File: config.mk
export PLATFORM = sky130hd
export DESIGN_NAME = muldiv_unit_flat
export DESIGN_NICKNAME = d
export VERILOG_FILES = /design/src/rtl/muldiv_pkg.sv /design/src/rtl/muldiv_if.sv /design/src/rtl/muldiv_unit.sv /design/src/flat_wrapper.sv
export SDC_FILE = /design/constraint.sdc
export NUM_CORES = 1
export LEC_CHECK = 0
export CORE_MARGIN = 2
export CORE_UTILIZATION = 45
export CTS_CLUSTER_SIZE = 8
export DETAILED_ROUTE_END_ITERATION = 16
export PLACE_DENSITY = 0.64
export SLEW_MARGIN = 15
export SYNTH_ARGS = -nofsm -noshare
export SYNTH_HDL_FRONTEND = slang
export SYNTH_SLANG_ARGS = --single-unit
File: constraint.sdc
create_clock -name clk -period 4.2 [get_ports clk]
set_input_delay 1.26 -clock clk [delete_from_list [all_inputs] [get_ports clk]]
set_output_delay 1.26 -clock clk [all_outputs]
set_load 0.01 [all_outputs]
File: src/rtl/muldiv_pkg.sv
// Shared constants for the RV32M iterative multiply/divide unit: funct3 decode,
// FSM state encoding and the fixed results of the divide corner cases.
package muldiv_pkg;

  localparam logic [2:0] F_MUL    = 3'b000;
  localparam logic [2:0] F_MULH   = 3'b001;
  localparam logic [2:0] F_MULHSU = 3'b010;
  localparam logic [2:0] F_MULHU  = 3'b011;
  localparam logic [2:0] F_DIV    = 3'b100;
  localparam logic [2:0] F_DIVU   = 3'b101;
  localparam logic [2:0] F_REM    = 3'b110;
  localparam logic [2:0] F_REMU   = 3'b111;

  localparam logic [1:0] S_IDLE = 2'd0;
  localparam logic [1:0] S_CALC = 2'd1;
  localparam logic [1:0] S_DONE = 2'd2;

  localparam logic [31:0] DIV0_Q  = 32'hFFFF_FFFF;
  localparam logic [31:0] INT_MIN = 32'h8000_0000;

endpackage

File: src/rtl/muldiv_if.sv
// Core-side bundle of the multiply/divide unit: operation request from the
// register-file read ports and the result on the register-file write port.
interface muldiv_if #(
  parameter int unsigned XLEN = 32
);

  logic            start;
  logic [2:0]      funct3;
  logic [4:0]      rd;
  logic [XLEN-1:0] rs1_data;
  logic [XLEN-1:0] rs2_data;
  logic            busy;
  logic            we;
  logic [4:0]      WriteAddr;
  logic [XLEN-1:0] WriteData;

  modport master (
    output start, funct3, rd, rs1_data, rs2_data,
    input  busy, we, WriteAddr, WriteData
  );

  modport slave (
    input  start, funct3, rd, rs1_data, rs2_data,
    output busy, we, WriteAddr, WriteData
  );

endinterface

File: src/rtl/muldiv_unit.sv
// Iterative RV32M multiply/divide: 32-step shift-add multiply and restoring divide
// on operand magnitudes, sign fix-up in DONE, divide corner cases bypass CALC.
module muldiv_unit
  import muldiv_pkg::*;
#(
  parameter int unsigned XLEN = 32
) (
  input logic     clk,
  input logic     rst,
  muldiv_if.slave bus
);

  logic [1:0]        state_q, state_d;
  logic [4:0]        cnt_q, cnt_d;
  logic [2:0]        op_q, op_d;
  logic [4:0]        rd_q, rd_d;
  logic [XLEN-1:0]   b_q, b_d;
  logic [2*XLEN-1:0] acc_q, acc_d;
  logic              a_neg_q, a_neg_d;
  logic              b_neg_q, b_neg_d;
  logic              fast_q, fast_d;
  logic [XLEN-1:0]   wdata_q, wdata_d;

  // Incoming operation decode
  logic            in_a_signed, in_b_signed, in_a_neg, in_b_neg;
  logic            in_div0, in_ovf, in_fast;
  logic [XLEN-1:0] in_a_mag, in_b_mag, fast_res;

  always_comb begin
    in_a_signed = (bus.funct3 == F_MULH) || (bus.funct3 == F_MULHSU) ||
                  (bus.funct3 == F_DIV)  || (bus.funct3 == F_REM);
    in_b_signed = (bus.funct3 == F_MULH) || (bus.funct3 == F_DIV) || (bus.funct3 == F_REM);
    in_a_neg    = in_a_signed && bus.rs1_data[XLEN-1];
    in_b_neg    = in_b_signed && bus.rs2_data[XLEN-1];
    in_a_mag    = in_a_neg ? -bus.rs1_data : bus.rs1_data;
    in_b_mag    = in_b_neg ? -bus.rs2_data : bus.rs2_data;
    in_div0     = bus.funct3[2] && (bus.rs2_data == '0);
    in_ovf      = ((bus.funct3 == F_DIV) || (bus.funct3 == F_REM)) &&
                  (bus.rs1_data == INT_MIN) && (bus.rs2_data == DIV0_Q);
    in_fast     = in_div0 || in_ovf;
    // funct3[1] separates REM/REMU from DIV/DIVU within the divide group
    if (in_div0) begin
      fast_res = bus.funct3[1] ? bus.rs1_data : DIV0_Q;
    end else begin
      fast_res = bus.funct3[1] ? '0 : INT_MIN;
    end
  end

  // One iteration of the shared datapath. Multiply keeps {hi, multiplier} in acc and
  // shifts right; divide keeps {remainder, dividend/quotient} and shifts left.
  logic [XLEN:0]     mul_sum;
  logic [XLEN:0]     div_shift;
  logic              div_borrow;
  logic [XLEN-1:0]   div_trial;
  logic [2*XLEN-1:0] iter_acc;

  always_comb begin
    mul_sum    = {1'b0, acc_q[2*XLEN-1:XLEN]} + (acc_q[0] ? {1'b0, b_q} : '0);
    div_shift  = {acc_q[2*XLEN-1:XLEN], acc_q[XLEN-1]};
    div_borrow = div_shift < {1'b0, b_q};
    // Only consumed when no borrow, where the true difference fits in XLEN bits
    div_trial  = div_shift[XLEN-1:0] - b_q;
    if (op_q[2]) begin
      if (div_borrow) begin
        iter_acc = {div_shift[XLEN-1:0], acc_q[XLEN-2:0], 1'b0};
      end else begin
        iter_acc = {div_trial, acc_q[XLEN-2:0], 1'b1};
      end
    end else begin
      iter_acc = {mul_sum, acc_q[XLEN-1:1]};
    end
  end

  // Sign fix-up of the finished magnitude result
  logic [2*XLEN-1:0] prod;
  logic [XLEN-1:0]   quot, rem, quot_fix, rem_fix, res_fix;

  always_comb begin
    prod     = (a_neg_q ^ b_neg_q) ? -acc_q : acc_q;
    quot     = acc_q[XLEN-1:0];
    rem      = acc_q[2*XLEN-1:XLEN];
    quot_fix = (a_neg_q ^ b_neg_q) ? -quot : quot;
    rem_fix  = a_neg_q ? -rem : rem;
    case (op_q)
      F_MUL:                     res_fix = prod[XLEN-1:0];
      F_MULH, F_MULHSU, F_MULHU: res_fix = prod[2*XLEN-1:XLEN];
      F_DIV, F_DIVU:             res_fix = quot_fix;
      default:                   res_fix = rem_fix;
    endcase
  end

  always_comb begin
    state_d = state_q;
    cnt_d   = cnt_q;
    op_d    = op_q;
    rd_d    = rd_q;
    b_d     = b_q;
    acc_d   = acc_q;
    a_neg_d = a_neg_q;
    b_neg_d = b_neg_q;
    fast_d  = fast_q;
    wdata_d = wdata_q;
    case (state_q)
      S_IDLE: begin
        if (bus.start) begin
          op_d    = bus.funct3;
          rd_d    = bus.rd;
          b_d     = in_b_mag;
          acc_d   = {{XLEN{1'b0}}, in_a_mag};
          a_neg_d = in_a_neg;
          b_neg_d = in_b_neg;
          cnt_d   = '0;
          fast_d  = in_fast;
          if (in_fast) begin
            wdata_d = fast_res;
            state_d = S_DONE;
          end else begin
            state_d = S_CALC;
          end
        end
      end
      S_CALC: begin
        acc_d = iter_acc;
        cnt_d = cnt_q + 5'd1;
        if (cnt_q == 5'd31) begin
          state_d = S_DONE;
        end
      end
      S_DONE: begin
        if (!fast_q) begin
          wdata_d = res_fix;
        end
        state_d = S_IDLE;
      end
      default: state_d = S_IDLE;
    endcase
  end

  always_ff @(posedge clk or negedge rst) begin
    if (!rst) begin
      state_q <= S_IDLE;
      cnt_q   <= '0;
      op_q    <= '0;
      rd_q    <= '0;
      b_q     <= '0;
      acc_q   <= '0;
      a_neg_q <= 1'b0;
      b_neg_q <= 1'b0;
      fast_q  <= 1'b0;
      wdata_q <= '0;
    end else begin
      state_q <= state_d;
      cnt_q   <= cnt_d;
      op_q    <= op_d;
      rd_q    <= rd_d;
      b_q     <= b_d;
      acc_q   <= acc_d;
      a_neg_q <= a_neg_d;
      b_neg_q <= b_neg_d;
      fast_q  <= fast_d;
      wdata_q <= wdata_d;
    end
  end

  // In a normal DONE cycle the fixed-up result is shown straight from the datapath
  // and captured into wdata_q so it holds until the next DONE.
  always_comb begin
    bus.busy      = (state_q != S_IDLE);
    bus.we        = (state_q == S_DONE) && (rd_q != 5'd0);
    bus.WriteAddr = rd_q;
    bus.WriteData = ((state_q == S_DONE) && !fast_q) ? res_fix : wdata_q;
  end

endmodule

File: src/flat_wrapper.sv
// flat-port wrapper written by rule: the top's interface ports become plain ports
module muldiv_unit_flat import muldiv_pkg::*;
#(
  parameter int unsigned XLEN = 32
)
  (clk, rst, bus_start, bus_funct3, bus_rd, bus_rs1_data, bus_rs2_data, bus_busy, bus_we, bus_WriteAddr, bus_WriteData);
  muldiv_if #(.XLEN(XLEN)) bus_i ();
  input logic clk;
  input logic rst;
  input wire logic [$bits(bus_i.start)-1:0] bus_start;
  input wire logic [$bits(bus_i.funct3)-1:0] bus_funct3;
  input wire logic [$bits(bus_i.rd)-1:0] bus_rd;
  input wire logic [$bits(bus_i.rs1_data)-1:0] bus_rs1_data;
  input wire logic [$bits(bus_i.rs2_data)-1:0] bus_rs2_data;
  output wire logic [$bits(bus_i.busy)-1:0] bus_busy;
  output wire logic [$bits(bus_i.we)-1:0] bus_we;
  output wire logic [$bits(bus_i.WriteAddr)-1:0] bus_WriteAddr;
  output wire logic [$bits(bus_i.WriteData)-1:0] bus_WriteData;
  assign bus_i.start = bus_start;
  assign bus_i.funct3 = bus_funct3;
  assign bus_i.rd = bus_rd;
  assign bus_i.rs1_data = bus_rs1_data;
  assign bus_i.rs2_data = bus_rs2_data;
  assign bus_busy = bus_i.busy;
  assign bus_we = bus_i.we;
  assign bus_WriteAddr = bus_i.WriteAddr;
  assign bus_WriteData = bus_i.WriteData;
  muldiv_unit #(.XLEN(XLEN)) u_core (.clk(clk), .rst(rst), .bus(bus_i));
endmodule
== Word-level counts from Yosys, hierarchy flattened ==
Cells that the tools add are included.

* Multiplexer cells: 25
* Eq/ne operators: 18
* Bitwise operators: 1
* $lt $le $gt $ge: 1
* Add/sub/neg operators: 8
* Reduce and logical (&&, ||, !) cells: 28

{| class="wikitable"
|+ Operator list
! kind !! count
|-
| $mux W32 || 12
|-
| $mux W64 || 4
|-
| $neg A32 Y32 || 4
|-
| $pmux W64 S2 || 1
|-
| $pmux W32 S3 || 1
|-
| $eq A32 B32 Y1 const B || 2
|-
| $neg A64 Y64 || 1
|-
| $pmux W32 S2 || 1
|-
| $add A32 B33 Y33 || 1
|-
| $lt A33 B32 Y1 || 1
|-
| $logic_not A32 Y1 || 1
|-
| $sub A32 B32 Y32 || 1
|-
| $eq A3 B3 Y1 const B || 4
|-
| $pmux W5 S2 || 1
|-
| $eq A3 B2 Y1 const B || 3
|-
| $logic_and A1 B1 Y1 || 7
|-
| $logic_or A1 B1 Y1 || 7
|-
| $eq A3 B1 Y1 const B || 2
|-
| $mux W2 || 3
|-
| $reduce_and A2 Y1 || 3
|-
| $reduce_bool A2 Y1 || 3
|-
| $add A5 B1 Y5 const B || 1
|-
| $eq A5 B5 Y1 const B || 1
|-
| $mux W5 || 1
|-
| 13 further kinds || 15
|}

* Bits in registers: 146
* Input bits: 75
* Output and inout bits: 39
* Word-level logic and storage cells: 91

== Depth between registers and ports, before layout ==
Gate-level depths: netlist (run 1).

* Depth after elaboration: 8
* Mapped depth: 14
* Mapped depth without buffers: 13

== Worst setup path before layout (run 1) ==
No wires, ideal clock.

* Path kind: flip-flop to output port
* Start point: register u_core.acc_q[32]
* End point: output bus_WriteData[26]
* Data arrival time: 2,858 ps
* Cell stages (with the launch flop): 13
* Slack: 82 ps
* Path buffers: 1
* Required time: 2,940 ps
* Cell sequence: dfrtp_1 -> clkbuf_1 -> inv_1 -> ha_1 -> nor4b_1 -> nand4_1 -> or4_1 -> nor3_1 -> a21oi_1 -> o211ai_1 -> o21a_1 -> a21oi_1 -> o21ai_0

* Cells in the longest elaborated chain, start to end: 4
* Elaborated cells between the ends (all ways): 6
* Those cells by class: add/sub (2); mux (4)

{| class="wikitable"
|+ RTL lines
! what !! line !! RTL
|-
| start, declared || muldiv_unit.sv:18 || <nowiki>logic [2*XLEN-1:0] acc_q, acc_d;</nowiki>
|-
| start signal, assigned || muldiv_unit.sv:146 || <nowiki>acc_q <= '0;</nowiki>
|-
| start signal, assigned || muldiv_unit.sv:157 || <nowiki>acc_q <= acc_d;</nowiki>
|-
| $neg A64 Y64 or $neg A32 Y32 (tied branches) || muldiv_unit.sv:79, muldiv_unit.sv:83 ||
|-
| $mux W64 or $mux W32 (tied branches) || muldiv_unit.sv:79, muldiv_unit.sv:83 ||
|-
| $pmux W32 S3 (*) || muldiv_unit.sv:84 || <nowiki>case (op_q)</nowiki>
|-
| $mux W32 (*) || muldiv_unit.sv:171 || <nowiki>bus.WriteData = ((state_q == S_DONE) && !fast_q) ? res_fix : wdata_q;</nowiki>
|-
| end, declared || flat_wrapper.sv:18 || <nowiki>output wire logic [$bits(bus_i.WriteData)-1:0] bus_WriteData;</nowiki>
|}

Every way passes the cells marked *; elsewhere a longest branch is shown, timed or not.

== Worst setup path after layout (run 1) ==
* Start point: register u_core.acc_q[10]
* End point: output bus_WriteData[19]

* Cells in the longest elaborated chain, start to end: 4
* Elaborated cells between the ends (all ways): 6
* Those cells by class: add/sub (2); mux (4)

{| class="wikitable"
|+ RTL lines
! what !! line
|-
| $neg A64 Y64 or $neg A32 Y32 (tied branches) || muldiv_unit.sv:79, muldiv_unit.sv:82
|-
| $mux W64 or $mux W32 (tied branches) || muldiv_unit.sv:79, muldiv_unit.sv:82
|-
| $pmux W32 S3 (*) || muldiv_unit.sv:84
|-
| $mux W32 (*) || muldiv_unit.sv:171
|}

Marks and branches as above.

==> results.md, run 1 <==
* Run status: finished, violations left
* Violations in the final reports: negative setup slack
* Required time reported for the critical path endpoint at 2940 ps
* Number of enable-type register cells in the synthesized netlist at 0
* Fraction of layout cells with a size suffix above 1 at 20.8%
* Placeable core region at 32500 µm²
* Synth Area per Inst at 7.42 µm²
* Hold depth at 2
* Origin of the worst min-delay path: u_core.b_q[22]$_DFFE_PN0P_
* Wire length after detailed routing at 61200 µm
* Clock edge transition at the registers on the reported setup and hold paths at 70 ps
* Endpoint of the worst hold-timing path: u_core.b_q[22]$_DFFE_PN0P_
* Maximum net fanout on the critical path at 5
* Effective utilization at floorplan at 45.7%
* Global Route Usage Sum at 35.2%
* Headroom to the max-slew limit at 18.8%
* GPL Wtd Cong at 1.01
* Critical path type: reg -> out
* Wire length of the first global-routing pass at 91600 µm
* Fillcell total at 3093
* Number of max-cap violations at 0
* Slew Limit Fails at 0
* Critical path cell sequence: or4_4 -> nand4bb_4 -> or4_4 -> o41ai_4 -> xnor2_1 -> a222oi_1 -> buf_4 -> o21ai_1 -> buf_2
* Post-Route Skew at 15.7 ps
* Post-layout power at 17.5 mW
* Die Width at 186 µm
* Min Hold Slack at 484 ps
* R2R cell count at 15
* CTS H-tree lvls at 4
* Cell at the root of the clock tree: clkbuf_16
* Startpoint type of the worst setup path: register
* Detailed-route DRC error count at 0
* First DRT Iteration DRCs at 1765
* Syn_nets at 2150
* Fmax at 215 MHz
* Ys flop type: dfrtp_1
* Fin. Hold Viols at 0
* DIE HEIGHT at 186 µm
* Post-synthesis async set-or-reset flop share at 100%
* Site Rows at 66
* Critical path capture point type: output port
* Per-cell routed wire length at 22.2 µm
* Power density over the cells at 902 nW/µm²
* Leading cell types in the layout, fill and taps excluded: buf_4 (281), nand2_1 (224), o21ai_0 (179), a21oi_1 (179), nor2_1 (177)
* Final setup violation count at 32
* Synthesis-stage register bit count at 146
* Worst-Skew Late Latency at 460 ps
* DPL Wire Length at 47400 µm
* Synth cell types at 84
* Via/cell ratio at 6.10
* Cell type with the highest occurrence count on the critical path: or4_4
* Peak VDD IR at 464 µV
* Delay of the slowest critical-path stage at 610 ps
* Gate count of the mapped netlist at 2002
* Type of the most critical hold path: reg -> reg
* Worst slew pin tran at 1210 ps
* Residual antenna-violating net count after detailed routing at 0
* CTS tree: yes
* Most common cell after layout, fill and taps aside: buf_4
* I/O pin count at 114
* Sequential fraction of the synthesis area at 24.6%
* Number of global-route vias before repair at 15600
* Count of port buffers added during placement at 113
* Critical path arrival at 3390 ps
* Number of CTS-inserted buffers at 17
* Endpoint of the worst register-to-register path: u_core.acc_q[58]$_DFFE_PN0P_
* Sink Count at 146
* Number of synthesis warnings at 0
* Total leakage power at 8.49 nW
* First drt pass iteration count at 7
* Post-synthesis instance area at 14900 µm²
* Pin count of the biggest net entering global routing at 75
* Flop-to-flop setup slack at 190 ps
* Net total in the final layout at 2448
* Via count of the routed design at 16800
* Buffer levels on the longest clock path at 2
* Post-layout worst setup margin at -454 ps
* Number of antenna violations at the first check in global routing at 0
* Final min period at 4650 ps
* Area enclosed by the die boundary at 34500 µm²
* Reg area at 3650 µm²
* Cts-stage hold buffer count at 0
* Startpoint of the most critical register-to-register path: u_core.acc_q[31]$_DFFE_PN0P_
* Area of combinational cells with multiple inputs at 10900 µm²
* CP max-delay cell: or4_4
* Signed area change from the synthesized netlist to the final layout at 30.4%
* Overflow after GRT at 0
* Ant. Diodes at 0
* Unrepaired setup endpoints after global routing: yes
* Share of the clock period used by the worst path after layout at 111%
## how the worst max path moves through the flow
stage	start	end	slack, ps	cells past startpoint
final	u_core.acc_q[10]$_DFFE_PN0P_	bus_WriteData[19]	-450	9
after global routing	u_core.acc_q[32]$_DFFE_PN0P_	bus_WriteData[22]	-550	14
after CTS	u_core.acc_q[11]$_DFFE_PN0P_	bus_WriteData[19]	-550	9
after detailed placement	u_core.acc_q[10]$_DFFE_PN0P_	bus_WriteData[14]	-380	11
after global placement	u_core.acc_q[10]$_DFFE_PN0P_	bus_WriteData[27]	-360	10
after floorplan	u_core.acc_q[32]$_DFFE_PN0P_	bus_WriteData[26]	80	12
## where the power goes
group	internal (mW)	total, mW	switching [mW]
clock network	0.835	1.55	0.710
logic	5.54	13.4	7.83
registers	2.04	2.57	0.524
total	8.42	17.5	9.06
## synth_stat cells, types with 36 or more instances
cell type | instances | share of area [%]
a21oi_1 | 193 | 6.5
xnor2_1 | 104 | 6.1
inv_1 | 70 | 1.8
dfrtp_1 | 146 | 25
a211oi_1 | 36 | 1.8
ha_1 | 71 | 6.0
nor3_1 | 46 | 1.5
clkbuf_1 | 119 | 3.0
mux2i_1 | 43 | 2.9
xor2_1 | 77 | 4.5
a21o_1 | 39 | 2.0
nand2_1 | 233 | 5.9
nor2_1 | 181 | 4.6
o21ai_0 | 204 | 6.9
## metal layers
layer / global-route usage (%) / vias to the layer above / wire length (µm)
met3: 10.5 / 144 / 6410
li1: - / 7834 / -
met5: 0 / - / 0
met4: 11.9 / 0 / 2010
met1: 47.8 / 8044 / 26300
met2: 53.1 / 792 / 26500
## flip-flops by register name, indices dropped and copies added (netlist names)
| signal | cells |
|---|---|
| u_core.wdata_q | 32 |
| u_core.acc_q | 64 |
| u_core.a_neg_q | 1 |
| u_core.fast_q | 1 |
| u_core.op_q | 3 |
| u_core.b_q | 32 |
| u_core.state_q | 2 |
| u_core.b_neg_q | 1 |
| u_core.bus.WriteAddr | 5 |
| u_core.cnt_q | 5 |
## per-stage QoR
stage	util [%]	worst slack (ps)	area [µm²]	std cells	TNS (ps)
after floorplan	-	82.1	14900	2002	0
after global placement	55.9	-357	18200	2696	-9550
after detailed placement	55.9	-384	18200	2696	-10670
after CTS	58.9	-550	19200	2750	-12300
after global routing	59.6	-546	19400	2755	-12910
final	59.6	-454	19400	2755	-10430
## logic make-up (layout without fill, tap and decap cells)
logic type	count (synthesis)	in the layout	synth area share [%]
multiplexers	54	54	3.73
XOR/XNOR	181	181	10.7
AO/OA/AOI/OAI	692	692	28.9
flip-flops	146	146	24.6
adder cells (fa/ha/maj)	73	73	6.25
buffers and inverters	209	519	5.59
AND/OR/NAND/NOR	647	648	20.3
## critical path: cells and delay by family, from the launching register on
kind                   cells  cell delay (ps)
XOR/XNOR                   1              100
buffers and inverters      2              330
flip-flops                 1              380
AO/OA/AOI/OAI              3              740
AND/OR/NAND/NOR            3             1390
## what timing repair did
item	4_1_cts	5_1_grt
pin swaps	55	48
setup endpoints to repair	32	32
buffers inserted	22	7
cloned	1	0
resized for setup	210	58
## layout make-up
type / instances / area share [%]
well taps: 442 / 2.85
inverters: 71 / 1.38
flip-flops and latches: 146 / 18.9
multi-input cells: 1648 / 56.2
repair buffers: 416 / 17.7
clock inverters: 14 / 0.742
clock buffers: 18 / 2.21
No activity file was read; power rests on OpenSTA's default activity.
==> run 2, diff against run 1 <==
--- a/config.mk
+++ b/config.mk
@@ -10,6 +10,7 @@
 export CTS_CLUSTER_SIZE = 8
 export DETAILED_ROUTE_END_ITERATION = 16
 export PLACE_DENSITY = 0.64
+export SKIP_LAST_GASP = 1
 export SLEW_MARGIN = 15
 export SYNTH_ARGS = -nofsm -noshare
 export SYNTH_HDL_FRONTEND = slang
==> results.md, run 2 (same netlist as run 1, synthesis figures left out) <==
* Overflow after GRT at 0 (unchanged)
* Post-layout power at 17.5 mW (-0.15%)
* Site Rows at 66 (unchanged)
* Share of the clock period used by the worst path after layout at 112% (+1.1 points)
* Maximum net fanout on the critical path at 6 (+1)
* First drt pass iteration count at 7 (unchanged)
* Power density over the cells at 904 nW/µm² (+0.25%)
* Clock edge transition at the registers on the reported setup and hold paths at 70 ps (about the same)
* Fraction of layout cells with a size suffix above 1 at 20.4% (-0.43 points)
* Global Route Usage Sum at 35.1% (-0.038 points)
* Required time reported for the critical path endpoint at 2940 ps (about the same)
* CTS tree: yes
* Net total in the final layout at 2448 (unchanged)
* Sink Count at 146 (unchanged)
* Number of max-cap violations at 0 (unchanged)
* Per-cell routed wire length at 22.3 µm (+0.15%)
* Worst setup path startpoint: u_core.acc_q[11]$_DFFE_PN0P_
* Pin count of the biggest net entering global routing at 75 (unchanged)
* Critical path arrival at 3440 ps (+50 ps)
* I/O pin count at 114 (unchanged)
* Wire length after detailed routing at 61300 µm (+0.15%)
* Via count of the routed design at 16800 (-0.22%)
* Critical path capture point type: output port
* Total leakage power at 8.45 nW (-0.45%)
* Type of the most critical hold path: reg -> reg
* Cell at the root of the clock tree: clkbuf_16
* Area enclosed by the die boundary at 34500 µm² (unchanged)
* Fin. Hold Viols at 0 (unchanged)
* Headroom to the max-slew limit at 21.1% (+2.2 points)
* Count of port buffers added during placement at 113 (unchanged)
* GPL Wtd Cong at 1.01 (unchanged)
* Registers with the highest flip-flop counts: u_core.acc_q x64, u_core.b_q x32, u_core.wdata_q x32
* Number of CTS-inserted buffers at 17 (unchanged)
* Run status: finished, violations left
* Die Width at 186 µm (unchanged)
* Via/cell ratio at 6.09 (-0.22%)
* Startpoint of the most critical register-to-register path: u_core.acc_q[31]$_DFFE_PN0P_
* Number of global-route vias before repair at 15600 (-0.045%)
* Final min period at 4700 ps (+45.2 ps)
* Worst slew pin tran at 1180 ps (-33.4 ps)
* DIE HEIGHT at 186 µm (unchanged)
* Post-layout worst setup margin at -499 ps (-45.2 ps)
* Slew Limit Fails at 0 (unchanged)
* DPL Wire Length at 47400 µm (unchanged)
* Fillcell total at 3088 (-0.16%)
* Startpoint type of the worst setup path: register
* Signed area change from the synthesized netlist to the final layout at 29.9%
* First DRT Iteration DRCs at 1906 (+8.0%)
* Violations in the final reports: negative setup slack
* Unrepaired setup endpoints after global routing: yes
* Critical path type: reg -> out
* Number of antenna violations at the first check in global routing at 0 (unchanged)
* Residual antenna-violating net count after detailed routing at 0 (unchanged)
* Instance area after placement at 18200 µm² (unchanged)
* Number of flip-flops in the largest register at 64 (unchanged)
* Wire length of the first global-routing pass at 91400 µm (-0.13%)
* Post-Route Skew at 15.0 ps (-0.611 ps)
* Final setup violation count at 32 (unchanged)
* Placeable core region at 32500 µm² (unchanged)
* Register ranked first by flip-flop count: u_core.acc_q
* Leading cell types in the layout, fill and taps excluded: buf_4 (283), nand2_1 (226), o21ai_0 (182)
* Ant. Diodes at 0 (unchanged)
* CTS H-tree lvls at 4 (unchanged)
* Buffer levels on the longest clock path at 2 (unchanged)
* Cts-stage hold buffer count at 0 (unchanged)
* Fmax at 213 MHz (-0.96%)
* Origin of the worst min-delay path: u_core.b_q[22]$_DFFE_PN0P_
* Peak VDD IR at 461 µV (-0.68%)
* Finished Cell Area at 19300 µm² (-0.40%)
* Detailed-route DRC error count at 0 (unchanged)
* Worst-Skew Late Latency at 460 ps (about the same)
* Effective utilization at floorplan at 45.7% (unchanged)
* Min Hold Slack at 483 ps (-0.232 ps)
* Most common cell after layout, fill and taps aside: buf_4
## run 2: worst paths after layout
path | to | slack, ps | cells past startpoint
max | bus_WriteData[20] | -500 | 12
min | u_core.b_q[22]$_DFFE_PN0P_ | 480 | 2
max reg2reg | u_core.acc_q[58]$_DFFE_PN0P_ | 210 | 15
min reg2reg | u_core.b_q[22]$_DFFE_PN0P_ | 480 | 2
max in group asynchronous | u_core.wdata_q[13]$_DFFE_PN0P_ | 2520 | 2
min in group asynchronous | u_core.acc_q[41]$_DFFE_PN0P_ | 730 | 1
## run 2: area by class of cell
class / instances / area [µm²] / share of cell area, %
clock buffer: 18 / 429 / 2.22
timing repair buffer: 416 / 3420 / 17.7
tap: 442 / 553 / 2.86
sequential: 146 / 3650 / 18.9
clock inverter: 14 / 144 / 0.745
inverter: 71 / 267 / 1.38
multi-input combinational: 1648 / 10800 / 56.1
## run 2: worst max-delay path, stage by stage (launching register included)
cell	delay, ps
dfrtp_1	380
or4_4	540
nand4bb_4	240
buf_6	170
buf_6	110
or4_4	610
buf_6	160
o31ai_4	170
xor2_1	180
nand2_1	100
nand3_2	80
nand2_1	80
buf_2	150
## run 2: per-layer routing
layer  vias to the layer above  GRT usage, %  part of all wire (%)
li1                       7830             -                     -
met4                         0          11.9                   3.3
met5                         -             0                     0
met1                      7943          47.7                    42
met3                       138          10.5                    11
met2                       866          53.1                    43
## run 2: power breakdown
group | switching, mW | internal (mW)
Sequential | 0.523 | 2.04
Combinational | 7.81 | 5.53
Clock | 0.708 | 0.835
Total | 9.05 | 8.41
## run 2: per-stage QoR
stage / setup WS (ps) / util [%] / cells / TNS, ps
floorplan: 82.1 / - / 2002 / 0
global placement: -357 / 55.9 / 2696 / -9550
detailed placement: -384 / 55.9 / 2696 / -10670
CTS: -550 / 58.8 / 2750 / -12560
global route: -566 / 59.3 / 2755 / -13370
finish: -499 / 59.3 / 2755 / -11300
## run 2: repair_timing
action                                  CTS  global route
pin swaps                                55            45
gates cloned                              1             0
setup buffers                            22             7
endpoints found under the setup margin   32            32
gates resized for setup                 196            50
==> run 3, diff against run 2 <==
--- a/config.mk
+++ b/config.mk
@@ -5,13 +5,13 @@
 export SDC_FILE = /design/constraint.sdc
 export NUM_CORES = 1
 export LEC_CHECK = 0
+export ABC_AREA = 1
 export CORE_MARGIN = 2
 export CORE_UTILIZATION = 45
 export CTS_CLUSTER_SIZE = 8
 export DETAILED_ROUTE_END_ITERATION = 16
-export PLACE_DENSITY = 0.64
+export PLACE_DENSITY = 0.63
 export SKIP_LAST_GASP = 1
-export SLEW_MARGIN = 15
 export SYNTH_ARGS = -nofsm -noshare
 export SYNTH_HDL_FRONTEND = slang
 export SYNTH_SLANG_ARGS = --single-unit
==> results.md, run 3 <==
* Run status: finished, violations left
* Violations in the final reports: negative setup slack
* Cell type with the highest occurrence count on the critical path: nand2_1
* First drt pass iteration count at 6 (-1)
* Post-Place Worst Slack at 185 ps (+569 ps)
* R2R cell count at 20 (+5)
* Startpoint type of the worst setup path: register
* Site Rows at 72 (+9.1%)
* Global Route Usage Sum at 39.6% (+4.5 points)
* Part of the power in the clock network at 8.1% (-0.7 points)
* Cell at the root of the clock tree: clkbuf_16
* Count of port buffers added during placement at 113 (unchanged)
* DPL Wire Length at 64600 µm (+36%)
* Buffer levels on the longest clock path at 2 (unchanged)
* Worst-Skew Late Latency at 500 ps (+40 ps)
* End point of the critical path: bus_WriteData[22]
* Total leakage power at 10.6 nW (+25%)
* Slew Limit Fails at 0 (unchanged)
* Ant. Diodes at 0 (unchanged)
* Maximum net fanout on the critical path at 3 (-3)
* Post-synthesis instance area at 17600 µm² (+18%)
* CP delay by family, top: simple AND/OR/NAND/NOR gates
* Fraction of layout cells with a size suffix above 1 at 11.7% (-8.6 points)
* Fmax at 233 MHz (+9.3%)
* Sink Count at 146 (unchanged)
* Endpoint of the worst register-to-register path: u_core.acc_q[61]$_DFFE_PN0P_
* Type of the most critical hold path: reg -> reg
* Number of flip-flops in the largest register at 64 (unchanged)
* Headroom to the max-slew limit at 28.5% (+7.5 points)
* GPL Wtd Cong at 1.04 (+3.0%)
* Unrepaired setup endpoints after global routing: yes
* Fillcell total at 4070 (+32%)
* Via count of the routed design at 22400 (+33%)
* Post-route insts no fill at 3833 (+39%)
* CTS tree: yes
* Relative contribution of sequential cells to total power at 15.1% (+0.4 points)
* Worst slew pin tran at 1070 ps (-109 ps)
* Share of the clock period used by the worst path after layout at 102% (-9.5 points)
* Worst path depth at 16 (+4)
* Via/cell ratio at 5.83 (-4.2%)
* Most area-consuming cells after synthesis: nand2_1 (21%), dfrtp_1 (21%), nand3_1 (9.6%), nor2_1 (8.4%), inv_1 (8.1%)
* DIE HEIGHT at 202 µm (+8.6%)
* Critical path cell sequence: buf_4 -> nor2_2 -> nand2_1 -> nor2_2 -> buf_4 -> nand2_1 -> nor2_1 -> nand2_1 -> nand2_1 -> nand2_1 -> nand2_1 -> nand3_1 -> nand2_2 -> nand2_1 -> nand2_1 -> clkdlybuf4s50_1
* Leading cell types in the layout, fill and taps excluded: nand2_1 (968), inv_1 (371), nor2_1 (330)
* First DRT Iteration DRCs at 2840 (+49%)
* Synth Area per Inst at 5.59 µm² (-25%)
* Fin. Hold Viols at 0 (unchanged)
* CTS H-tree lvls at 4 (unchanged)
* Synth cell count leaders: nand2_1 (999), nor2_1 (395), inv_1 (380), nand3_1 (336), a21oi_1 (205)
* Overflow after GRT at 0 (unchanged)
* Pin count of the biggest net entering global routing at 94 (+25%)
* Synthesis-stage register bit count at 146 (unchanged)
* Gate count of the mapped netlist at 3145 (+57%)
* Placeable core region at 38600 µm² (+19%)
* Library cell with the highest instance count after synthesis: nand2_1
* Net switching power of the design at 12.3 mW (+36%)
* Power density over the cells at 968 nW/µm² (+7.0%)
* Per-cell routed wire length at 21.3 µm (-4.3%)
* Residual antenna-violating net count after detailed routing at 0 (unchanged)
* Critical path type: reg -> out
* Registers with the highest flip-flop counts: u_core.acc_q x64, u_core.b_q x32, u_core.wdata_q x32
* Number of enable-type register cells in the synthesized netlist at 0 (unchanged)
* Worst setup path startpoint: u_core.acc_q[51]$_DFFE_PN0P_
* Peak VDD IR at 746 µV (+62%)
* Sequential fraction of the synthesis area at 20.8% (-3.8 points)
* Switching Fraction at 60.2% (+8.3 points)
* Startpoint of the most critical register-to-register path: u_core.acc_q[0]$_DFFE_PN0P_
* Logic gate share of total power at 76.8% (+0.3 points)
* Post-synthesis cell type with the largest combined area: nand2_1
* Required time reported for the critical path endpoint at 2940 ps (about the same)
* Flop-to-flop setup slack at 460 ps (+250 ps)
* Effective utilization at floorplan at 45.5% (-0.16 points)
* Cts-stage hold buffer count at 0 (unchanged)
* Wire length after detailed routing at 81700 µm (+33%)
* CP max-delay cell: clkdlybuf4s50_1
* Synth cell types at 50 (-40%)
* Internal cell power at 8.12 mW (-3.4%)
* Critical path buffers and inverters at 3 (-1)
* Most common cell after layout, fill and taps aside: nand2_1
* Delay of the slowest critical-path stage at 560 ps (-50 ps)
* Signed area change from the synthesized netlist to the final layout at 19.8%
* Syn_nets at 3293 (+53%)
* Number of max-cap violations at 0 (unchanged)
* Final min period at 4300 ps (-399 ps)
* Register ranked first by flip-flop count: u_core.acc_q
* Ys flop type: dfrtp_1
* Detailed-route DRC error count at 0 (unchanged)
* Post-Route Skew at 10.9 ps (-4.10 ps)
* Area enclosed by the die boundary at 40700 µm² (+18%)
* Clock edge transition at the registers on the reported setup and hold paths at 70 ps (about the same)
* Post-synthesis async set-or-reset flop share at 100% (unchanged)
* Setup TNS after final layout at -155 ps (+11140 ps)
* Number of CTS-inserted buffers at 17 (unchanged)
* Final setup violation count at 3 (-91%)
* Placed instance count at 3769 (+40%)
* Number of antenna violations at the first check in global routing at 0 (unchanged)
* Critical path arrival at 3040 ps (-400 ps)
* Die Width at 202 µm (+8.6%)
* Post-layout worst setup margin at -100 ps (+399 ps)
* Wire length of the first global-routing pass at 122000 µm (+33%)
* Critical path capture point type: output port
* Number of global-route vias before repair at 20200 (+29%)
* Number of synthesis warnings at 0 (unchanged)
* Net total in the final layout at 3450 (+41%)
* I/O pin count at 114 (unchanged)
* Area share of the largest cell type after synthesis at 21.3% (-3.3 points)
[run 3: changes by cell type after synthesis, sizes merged, moves of 29 or more]
| cell | change |
|---|---|
| xor2 | -50 |
| nor2 | +233 |
| clkbuf | -65 |
| a211oi | -36 |
| inv | +325 |
| nand4 | +29 |
| mux2i | -43 |
| a21o | -35 |
| xnor2 | -84 |
| nand2 | +776 |
| nand3 | +310 |
[run 3: power groups by stage]
| stage | clock network, mW | logic (mW) | registers (mW) |
|---|---|---|---|
| 3_3_place_gp | 0 | 14.3 | 2.95 |
| 4_1_cts | 1.67 | 14.5 | 2.98 |
| 2_1_floorplan | 0 | 9.36 | 2.71 |
| 3_5_place_dp | 0 | 14.3 | 2.96 |
| 5_1_grt | 1.71 | 16.9 | 3.12 |
| 6_report | 1.66 | 15.7 | 3.08 |
[run 3: worst min-delay path by stage]
stage	from	end	slack, ps	depth (start not counted)
after global routing	u_core.wdata_q[30]$_DFFE_PN0P_	u_core.wdata_q[30]$_DFFE_PN0P_	540	2
final	u_core.wdata_q[30]$_DFFE_PN0P_	u_core.wdata_q[30]$_DFFE_PN0P_	500	2
after global placement	u_core.wdata_q[30]$_DFFE_PN0P_	u_core.wdata_q[30]$_DFFE_PN0P_	460	2
after detailed placement	u_core.wdata_q[30]$_DFFE_PN0P_	u_core.wdata_q[30]$_DFFE_PN0P_	480	2
after CTS	u_core.wdata_q[30]$_DFFE_PN0P_	u_core.wdata_q[30]$_DFFE_PN0P_	500	2
after floorplan	u_core.wdata_q[30]$_DFFE_PN0P_	u_core.wdata_q[30]$_DFFE_PN0P_	450	2
[run 3: layer usage]
layer  routed length, µm  track usage [%]
met5                   0                0
met4                3050             15.1
met3               10400             11.1
met2               32100             54.3
met1               36100             58.1
[run 3: area by class of cell]
cell class,count,area (µm²),area share [%]
Timing Repair Buffer,238,2190,10.4
Inverter,400,1510,7.15
Clock inverter,13,149,0.707
Tap cell,518,648,3.08
Multi-Input combinational cell,2499,12400,59.1
Clock buffer,19,453,2.15
Sequential cell,146,3680,17.5
[run 3: worst reg2reg max path, delay by kind of cell, from the launching register on]
kind                     cells  cell delay (ps)
AND/OR/NAND/NOR             12             1340
adder cells (fa/ha/maj)      2              780
buffers and inverters        5              750
AO/OA/AOI/OAI                1              410
flip-flops                   1              370
[run 3: logic make-up (layout without fill, tap and decap cells)]
logic type                 after synthesis  in the layout  synth area share, %
and+or+nand+nor                       1894           1895                 45.5
buffers and inverters                  501            670                 11.3
xor gates and xnor gates                47             47                 2.34
DFF                                    146            146                 20.8
AOI/OAI and AO/OA                      484            484                 14.7
adders and majority gates               73             73                 5.28
[run 3: repair_timing]
item,in CTS,in global routing
pin swaps,6,18
buffers inserted,4,25
gates resized for setup,77,121
endpoints found under the hold margin,0,0
cloned,0,3
endpoints found under the setup margin,28,31
[run 3: through the flow]
step | power, mW | instance area, µm² | hold WS, ps | utilization (%)
after floorplan | 12.1 | 17600 | 449 | -
after global placement | 17.2 | 19600 | 463 | 50.8
after detailed placement | 17.3 | 19600 | 482 | 50.8
after CTS | 19.2 | 20500 | 501 | 53.0
after global routing | 21.8 | 21100 | 543 | 54.5
final | 20.4 | 21100 | 505 | 54.5
